[src/rtl/aes_pkg.sv]
// aes_pkg: shared encodings, FSM state type and defaults for the AES round controller
package aes_pkg;
  localparam int NR_DEFAULT = 10;
  typedef enum logic [1:0] {SEL_ARK = 2'd0, SEL_SUB = 2'd1, SEL_SHIFT = 2'd2, SEL_MIX = 2'd3} stage_sel_e;
  typedef enum logic [1:0] {ST_IDLE, ST_ISSUE, ST_WAIT, ST_DONE} state_e;
endpackage

[src/rtl/aes_stage_seq.sv]
// aes_stage_seq: next stage/round after the current one, plus final-stage flag
module aes_stage_seq import aes_pkg::*; #(
  parameter int NR = NR_DEFAULT
) (
  input  stage_sel_e sel_i,
  input  logic [3:0] round_i,
  output stage_sel_e sel_o,
  output logic [3:0] round_o,
  output logic       last_o
);
  logic final_rnd;
  assign final_rnd = round_i == 4'(NR);
  assign last_o = sel_i == SEL_ARK && final_rnd;
  // round only advances on the ARK -> SUB step, and saturates at NR
  assign round_o = (sel_i == SEL_ARK && !final_rnd) ? round_i + 4'd1 : round_i;
  assign sel_o = sel_i == SEL_ARK ? SEL_SUB :
                 sel_i == SEL_SUB ? SEL_SHIFT :
                 (sel_i == SEL_SHIFT && !final_rnd) ? SEL_MIX : SEL_ARK;
endmodule

[src/rtl/aes_round_ctrl.sv]
// aes_round_ctrl: sequences the 4*NR AES stages of one block through an external round datapath
module aes_round_ctrl import aes_pkg::*; #(
  parameter int NR      = NR_DEFAULT,
  parameter int TIMEOUT = 16
) (
  input  logic         clk,
  input  logic         rst,
  input  logic         key_valid,
  input  logic         in_valid,
  output logic         in_ready,
  input  logic [127:0] in_block,
  output logic         stage_start,
  output logic [1:0]   stage_sel,
  output logic [3:0]   round,
  output logic [127:0] stage_state,
  input  logic         stage_finish,
  input  logic [127:0] stage_result,
  output logic         out_valid,
  input  logic         out_ready,
  output logic [127:0] out_block,
  output logic         busy,
  output logic         error
);
  localparam int WW = $clog2(TIMEOUT + 1);
  state_e       state_q, state_d;
  stage_sel_e   sel_q, sel_d, sel_nx;
  logic [3:0]   round_q, round_d, round_nx;
  logic [127:0] data_q, data_d;
  logic [WW-1:0] wd_q, wd_d;
  logic         error_q, error_d, last;
  aes_stage_seq #(.NR(NR)) u_seq (
    .sel_i(sel_q), .round_i(round_q), .sel_o(sel_nx), .round_o(round_nx), .last_o(last)
  );
  always_comb begin
    state_d = state_q;
    sel_d   = sel_q;
    round_d = round_q;
    data_d  = data_q;
    wd_d    = wd_q;
    error_d = 1'b0;
    case (state_q)
      ST_IDLE:
        if (in_valid && key_valid) begin
          state_d = ST_ISSUE;
          sel_d   = SEL_ARK;
          round_d = '0;
          data_d  = in_block;
        end
      ST_ISSUE: begin
        state_d = ST_WAIT;
        wd_d    = '0;
      end
      ST_WAIT:
        if (stage_finish) begin
          state_d = last ? ST_DONE : ST_ISSUE;
          data_d  = stage_result;
          sel_d   = last ? sel_q : sel_nx;
          round_d = last ? round_q : round_nx;
        end else if (wd_q == WW'(TIMEOUT - 1)) begin
          state_d = ST_IDLE;
          error_d = 1'b1;
        end else begin
          wd_d = wd_q + 1'b1;
        end
      default:
        if (out_ready) state_d = ST_IDLE;
    endcase
  end
  always_ff @(posedge clk or posedge rst) begin
    if (rst) begin
      state_q <= ST_IDLE;
      sel_q   <= SEL_ARK;
      round_q <= '0;
      data_q  <= '0;
      wd_q    <= '0;
      error_q <= 1'b0;
    end else begin
      state_q <= state_d;
      sel_q   <= sel_d;
      round_q <= round_d;
      data_q  <= data_d;
      wd_q    <= wd_d;
      error_q <= error_d;
    end
  end
  assign in_ready    = state_q == ST_IDLE && key_valid;
  assign stage_start = state_q == ST_ISSUE;
  assign stage_sel   = sel_q;
  assign round       = round_q;
  assign stage_state = data_q;
  assign out_valid   = state_q == ST_DONE;
  assign out_block   = out_valid ? data_q : '0;
  assign busy        = state_q != ST_IDLE;
  assign error       = error_q;
endmodule

[config.mk]
export PLATFORM = sky130hd
export DESIGN_NAME = aes_round_ctrl
export DESIGN_NICKNAME = d
export VERILOG_FILES = /design/src/rtl/aes_pkg.sv /design/src/rtl/aes_stage_seq.sv /design/src/rtl/aes_round_ctrl.sv
export SDC_FILE = /design/constraint.sdc
export NUM_CORES = 1
export LEC_CHECK = 0
export ABC_AREA = 1
export ABC_CLOCK_PERIOD_IN_PS = 3970
export BUFFER_PORTS_ARGS = -buffer_cell sky130_fd_sc_hd__buf_2
export CAP_MARGIN = 20
export CELL_PAD_IN_SITES_DETAIL_PLACEMENT = 1
export CELL_PAD_IN_SITES_GLOBAL_PLACEMENT = 2
export CORE_MARGIN = 8
export CORE_UTILIZATION = 20
export CTS_BUF_LIST = sky130_fd_sc_hd__clkbuf_4 sky130_fd_sc_hd__clkbuf_8
export DETAILED_ROUTE_END_ITERATION = 7
export GPL_TIMING_DRIVEN = 0
export PLACE_DENSITY = 0.83
export SLEW_MARGIN = 20
export SYNTH_ARGS = -nofsm -noshare
export SYNTH_HDL_FRONTEND = slang
export SYNTH_SLANG_ARGS = --single-unit
[constraint.sdc]
create_clock -name clk -period 3.97 [get_ports clk]
set_input_delay 0.397 -clock clk [delete_from_list [all_inputs] [get_ports clk]]
set_output_delay 0.397 -clock clk [all_outputs]
set_load 0.01 [all_outputs]
Word-level counts from Yosys, hierarchy flattened:

Index checks and enable logic that the tools add are counted.

* register bits: 142
* latch bits: 0
* RAM bits: 0
* memory bits (read-only): 0
* input port bits: 262
* output and inout bits: 267
* memories kept: 0

* add/sub/neg operators: 2
* multiply operators: 0
* divide/modulo/power cells: 0
* $lt $le $gt $ge: 0
* equality and inequality tests: 14
* shift-type cells: 0
* mux-type cells: 28
* bitwise gates (word level): 0
* reduce and logical (&&, ||, !) cells: 17

Operators with widths (number)
* $mux 128: 3
* $pmux 128 s2: 1
* $mux 2: 11
* $mux 4: 4
* $mux 5: 2
* $ne 2x2->1 const B: 5
* $pmux 5 s2: 1
* $reduce_and 3->1: 3
* $pmux 4 s2: 1
* $eq 2x2->1 const B: 3
* $pmux 2 s3: 1
* $reduce_bool 2->1: 3
* $add 5x1->5 const B: 1
* $eq 5x4->1 const B: 1
* $logic_and 1x1->1: 5
* $reduce_and 5->1: 1
* $add 4x1->4 const B: 1
* $eq 2x1->1 const B: 2
* $eq 4x4->1 const B: 1
* $logic_not 2->1: 2
* $pmux 2 s2: 1
* $reduce_and 4->1: 1
* $reduce_bool 4->1: 1
* $mux 1: 3
* other kinds (3): 3

Logic depth before layout (Yosys ltp):

* depth after elaboration: 9
* mapped depth: 11
* mapped depth without buffers: 10

Cells and area by module:

A second synthesis with hierarchy kept.

* cells, all modules: 1114
* area total of the unflattened synthesis: 8155.3 µm²

By module, submodules not included
* aes_round_ctrl: times used 1, cells each 1081, area an instance 7971.4 µm², seq. area each 3553.4 µm²
* aes_stage_seq: times used 1, cells each 33, area an instance 183.9 µm², seq. area each 0.0 µm²

Worst setup path after synthesis:

OpenSTA, ideal clock, no wires.

* kind: reg-to-output
* from: reg state_q[0]
* to: out out_block[107]
* data arrival time: 1377 ps
* required time: 3573 ps
* path slack: 2196 ps
* cell stages (with the launch flop): 6
* path buffers: 2
* path through: dfrtp_1 > ha_1 > clkbuf_1 > clkbuf_1 > nand2_1 > inv_1

* word-level cells in the longest chain between the ends: 2

Ends and longest elaborated chain
* start: declaration: RTL line aes_round_ctrl.sv:25 `state_e state_q, state_d;`
* start signal: assignment: RTL line aes_round_ctrl.sv:78 `state_q <= state_d;`
* $eq 2x2->1: RTL line aes_round_ctrl.sv:91 `assign out_valid = state_q == ST_DONE;`
* via out_valid: RTL line aes_round_ctrl.sv:18 `output logic out_valid,`
* $mux 128: RTL line aes_round_ctrl.sv:92 `assign out_block = out_valid ? data_q : '0;`
* end: declaration: RTL line aes_round_ctrl.sv:20 `output logic [127:0] out_block,`

The timed path passes the listed nets, and every way through them passes these cells.

Final worst setup path:

* from: reg state_q[0]
* to: out out_block[108]

* word-level cells in the longest chain between the ends: 2

Ends and longest elaborated chain (RTL line)
* $eq 2x2->1: aes_round_ctrl.sv:91
* $mux 128: aes_round_ctrl.sv:92

No other way between the ends.

==> results.py <==
metrics = {
    "status": {
        "status": "complete, no violations",
    },
    "placed_design": {
        "dp_hpwl_um": 33400,
        "place.port_buffers": 528,
        "place_congestion": 0.837,
        "pre_cts_ws_ns": 1.02,
    },
    "grt": {
        "gr-total-overflow": 0,
        "antenna_found_initial": 4,
        "grtUsageTotal_pct": 16.9,
        "grt_pass1_vias": 10100,
        "grt_max_degree": 32,
        "grt_pass1_wl_um": 62100,
    },
    "sta": {
        "hold_violations": 0,
        "maxSlewViolCount": 0,
        "worst_pin_slew_ns": 0.708,
        "relSlewSlack_pct": 52.8,
        "period_minus_slack_ns": 2.96,
        "holdWs_ns": 0.108,
        "max_freq_mhz": 338,
        "finalCritPeriodShare_pct": 74.6,
        "finalClockSkew_ns": 0.0112,
        "setup_ws_ns": 1.01,
        "grt_setup_unrepaired": "no",
        "tns_ns": 0,
        "finalSetupViolCount": 0,
    },
    "pwr": {
        "p_leak_uw": 0.00738,
        "powerDensity_nw_per_um2": 754,
        "vdd_drop_max_mv": 0.227,
        "finalPower_uw": 9010,
    },
    "cts": {
        "cts.sink_count": 142,
        "clkTransAtPathRegs_ns": 0.08,
        "clockBufferDepth": 2,
        "cts_buffers": 17,
        "htree_levels": 4,
        "cts_tree": "built",
        "insertion_delay_ns": 0.48,
        "cts_root_buffer": "clkbuf_8",
        "post_cts_buffers": 0,
    },
    "die": {
        "start_util_pct": 20.3,
        "chipHeight_um": 217,
        "rows": 73,
        "die_x_um": 217,
        "die_area_um2": 47200,
        "io_pins": 529,
        "coreArea_um2": 39900,
    },
    "drt": {
        "drc": 0,
        "via_per_inst": 4.24,
        "vias": 9258,
        "totalWireLength_um": 40800,
        "drtPass1Iterations": 4,
        "drt_iter0_markers": 412,
        "drtAntennaViolNets": 0,
        "wl_per_cell_um": 18.7,
    },
    "layout": {
        "fillers": 5101,
        "area_growth_pct": 47.2,
        "drive_gt1_share_pct": 42.2,
        "fin_nets": 1916,
    },
    "critical_path": {
        "r2r_end": "stage_state[10]$_DFFE_PP0P_",
        "cp.arrival_ns": 2.56,
        "reg2reg_setup_slack_ns": 1.30,
        "cp_cell_sequence": "ha_1 -> clkbuf_1 -> clkbuf_1 -> nand2_1 -> inv_1 -> buf_2",
        "required_ns": 3.57,
        "cp_common_cell": "clkbuf_1",
        "crit_type": "reg2out",
        "slowest_stage": "clkbuf_1",
        "end_kind": "primary output",
        "crit_fanout": 10,
        "cp-start-kind": "register",
        "max_stage_delay_ns": 0.54,
        "r2r_start": "state_q[0]$_DFFE_PP0P_",
        "reg2reg_depth": 9,
    },
    "synthesis": {
        "syn_area_per_cell_um2": 7.43,
        "synth-edff-count": 0,
        "ys.flop_type": "dfrtp_1",
        "ys_async_sr_fraction_pct": 100,
        "syn-instance-count": 1092,
        "yosysWarnings": 0,
        "yosysSeqAreaShare_pct": 43.8,
        "netlist_area_um2": 8110,
        "yosys_register_bits": 142,
        "synth_cell_types": 22,
        "synth_nets": 1363,
    },
    "min_path": {
        "min_path_type": "in2reg",
        "min_path_cells": 2,
        "hp-start": "stage_finish",
        "hold_end": "error$_DFF_PP0_",
    },
    "job": {
        "cap_violations": 0,
    },
}
[registers in the layout, summed over array words and instances, names as in the netlist]
name and count:
state_q 2, stage_sel 2, stage_state 128, round 4, wd_q 5, error 1
[area by class of cell]
| type | count | area (um2) | share of cell area (%) |
|---|---|---|---|
| antenna | 4 | 10.0 | 0.0838 |
| multi-input combinational | 730 | 3680 | 30.8 |
| clock inverter | 11 | 143 | 1.19 |
| tap | 525 | 657 | 5.50 |
| inverter | 149 | 563 | 4.72 |
| timing repair buffer | 534 | 2750 | 23.1 |
| clock buffer | 20 | 263 | 2.20 |
| buffer | 71 | 317 | 2.65 |
| sequential | 142 | 3550 | 29.8 |
[worst max-delay path, delay by kind of cell, from the launching register on]
family        cells  cell delay (ns)
fa+ha+maj         1             0.30
simple gates      1             0.10
buf+inv           4             1.24
flops             1             0.45
[layout by cell type, fill, tap and decap left out]
cell type,count
o21ai_0,3
o22ai_1,1
inv_1,147
clkinv_2,4
buf_12,5
clkinvlp_4,3
buf_4,8
clkbuf_8,18
nand4_1,4
nor2_4,1
bufinv_16,3
nand2_1,426
buf_2,543
inv_2,1
ha_1,9
dfrtp_1,142
or2_2,108
xnor2_1,1
a21oi_1,6
clkbuf_1,39
o21bai_1,1
diode_2,4
nor2_1,9
nand3_1,12
clkbuf_4,2
mux2i_1,1
dlygate4sd3_1,1
o211ai_1,128
clkbuf_2,1
buf_1,8
or2_0,20
clkinv_4,2
[cells in the mapped netlist (4+ instances only)]
cell,n,area [um2]
a21oi_1,6,30.0
buf_1,8,30.0
buf_2,15,75.1
buf_4,8,60.1
clkbuf_1,40,150
dfrtp_1,142,3550
ha_1,9,113
inv_1,148,556
nand2_1,426,1600
nand3_1,12,60.1
nand4_1,4,25.0
nor2_1,9,33.8
o211ai_1,128,961
or2_0,20,125
or2_2,108,676
[metal layers]
layer	routed length [um]	track usage (%)
met3	2470	4.51
met5	13	0
met1	16800	19.5
met2	20800	29.9
met4	764	5.43
[timing repair]
| action | 4_1_cts | 5_1_grt |
|---|---|---|
| gates resized for setup | 0 | 0 |
| endpoints found under the hold margin | 9 | 0 |
| hold buffers | 1 | 0 |
[through the flow]
| step | util, % | cell area (um2) | instances |
|---|---|---|---|
| 2_1_floorplan | - | 8110 | 1092 |
| 3_3_place_gp | 28.6 | 11400 | 2145 |
| 3_5_place_dp | 28.8 | 11500 | 2150 |
| 4_1_cts | 29.9 | 11900 | 2182 |
| 5_1_grt | 29.9 | 11900 | 2185 |
| 6_report | 29.9 | 11900 | 2186 |
[kinds of logic after synthesis]
group	synth area share (%)
simple gates	31.2
xor+xnor	0.108
mux	0.123
flops	43.8
fa+ha+maj	1.39
compound gates	12.6
buf+inv	10.8
[worst max path at each step]
| stage | startpoint | endpoint |
|---|---|---|
| after floorplan | rst | error$_DFF_PP0_ |
| after global placement | rst | stage_state[30]$_DFFE_PP0P_ |
| after detailed placement | state_q[0]$_DFFE_PP0P_ | out_block[47] |
| after CTS | state_q[0]$_DFFE_PP0P_ | out_block[47] |
| after global routing | state_q[0]$_DFFE_PP0P_ | out_block[47] |
| final | state_q[0]$_DFFE_PP0P_ | out_block[108] |
[power by group]
group          internal, uW  switching (uW)  total (uW)
clock                   645             611        1260
sequential             2170             651        2820
combinational          1790            3130        4930
total                  4610            4400        9010
No activity file was read; power rests on OpenSTA's default activity.
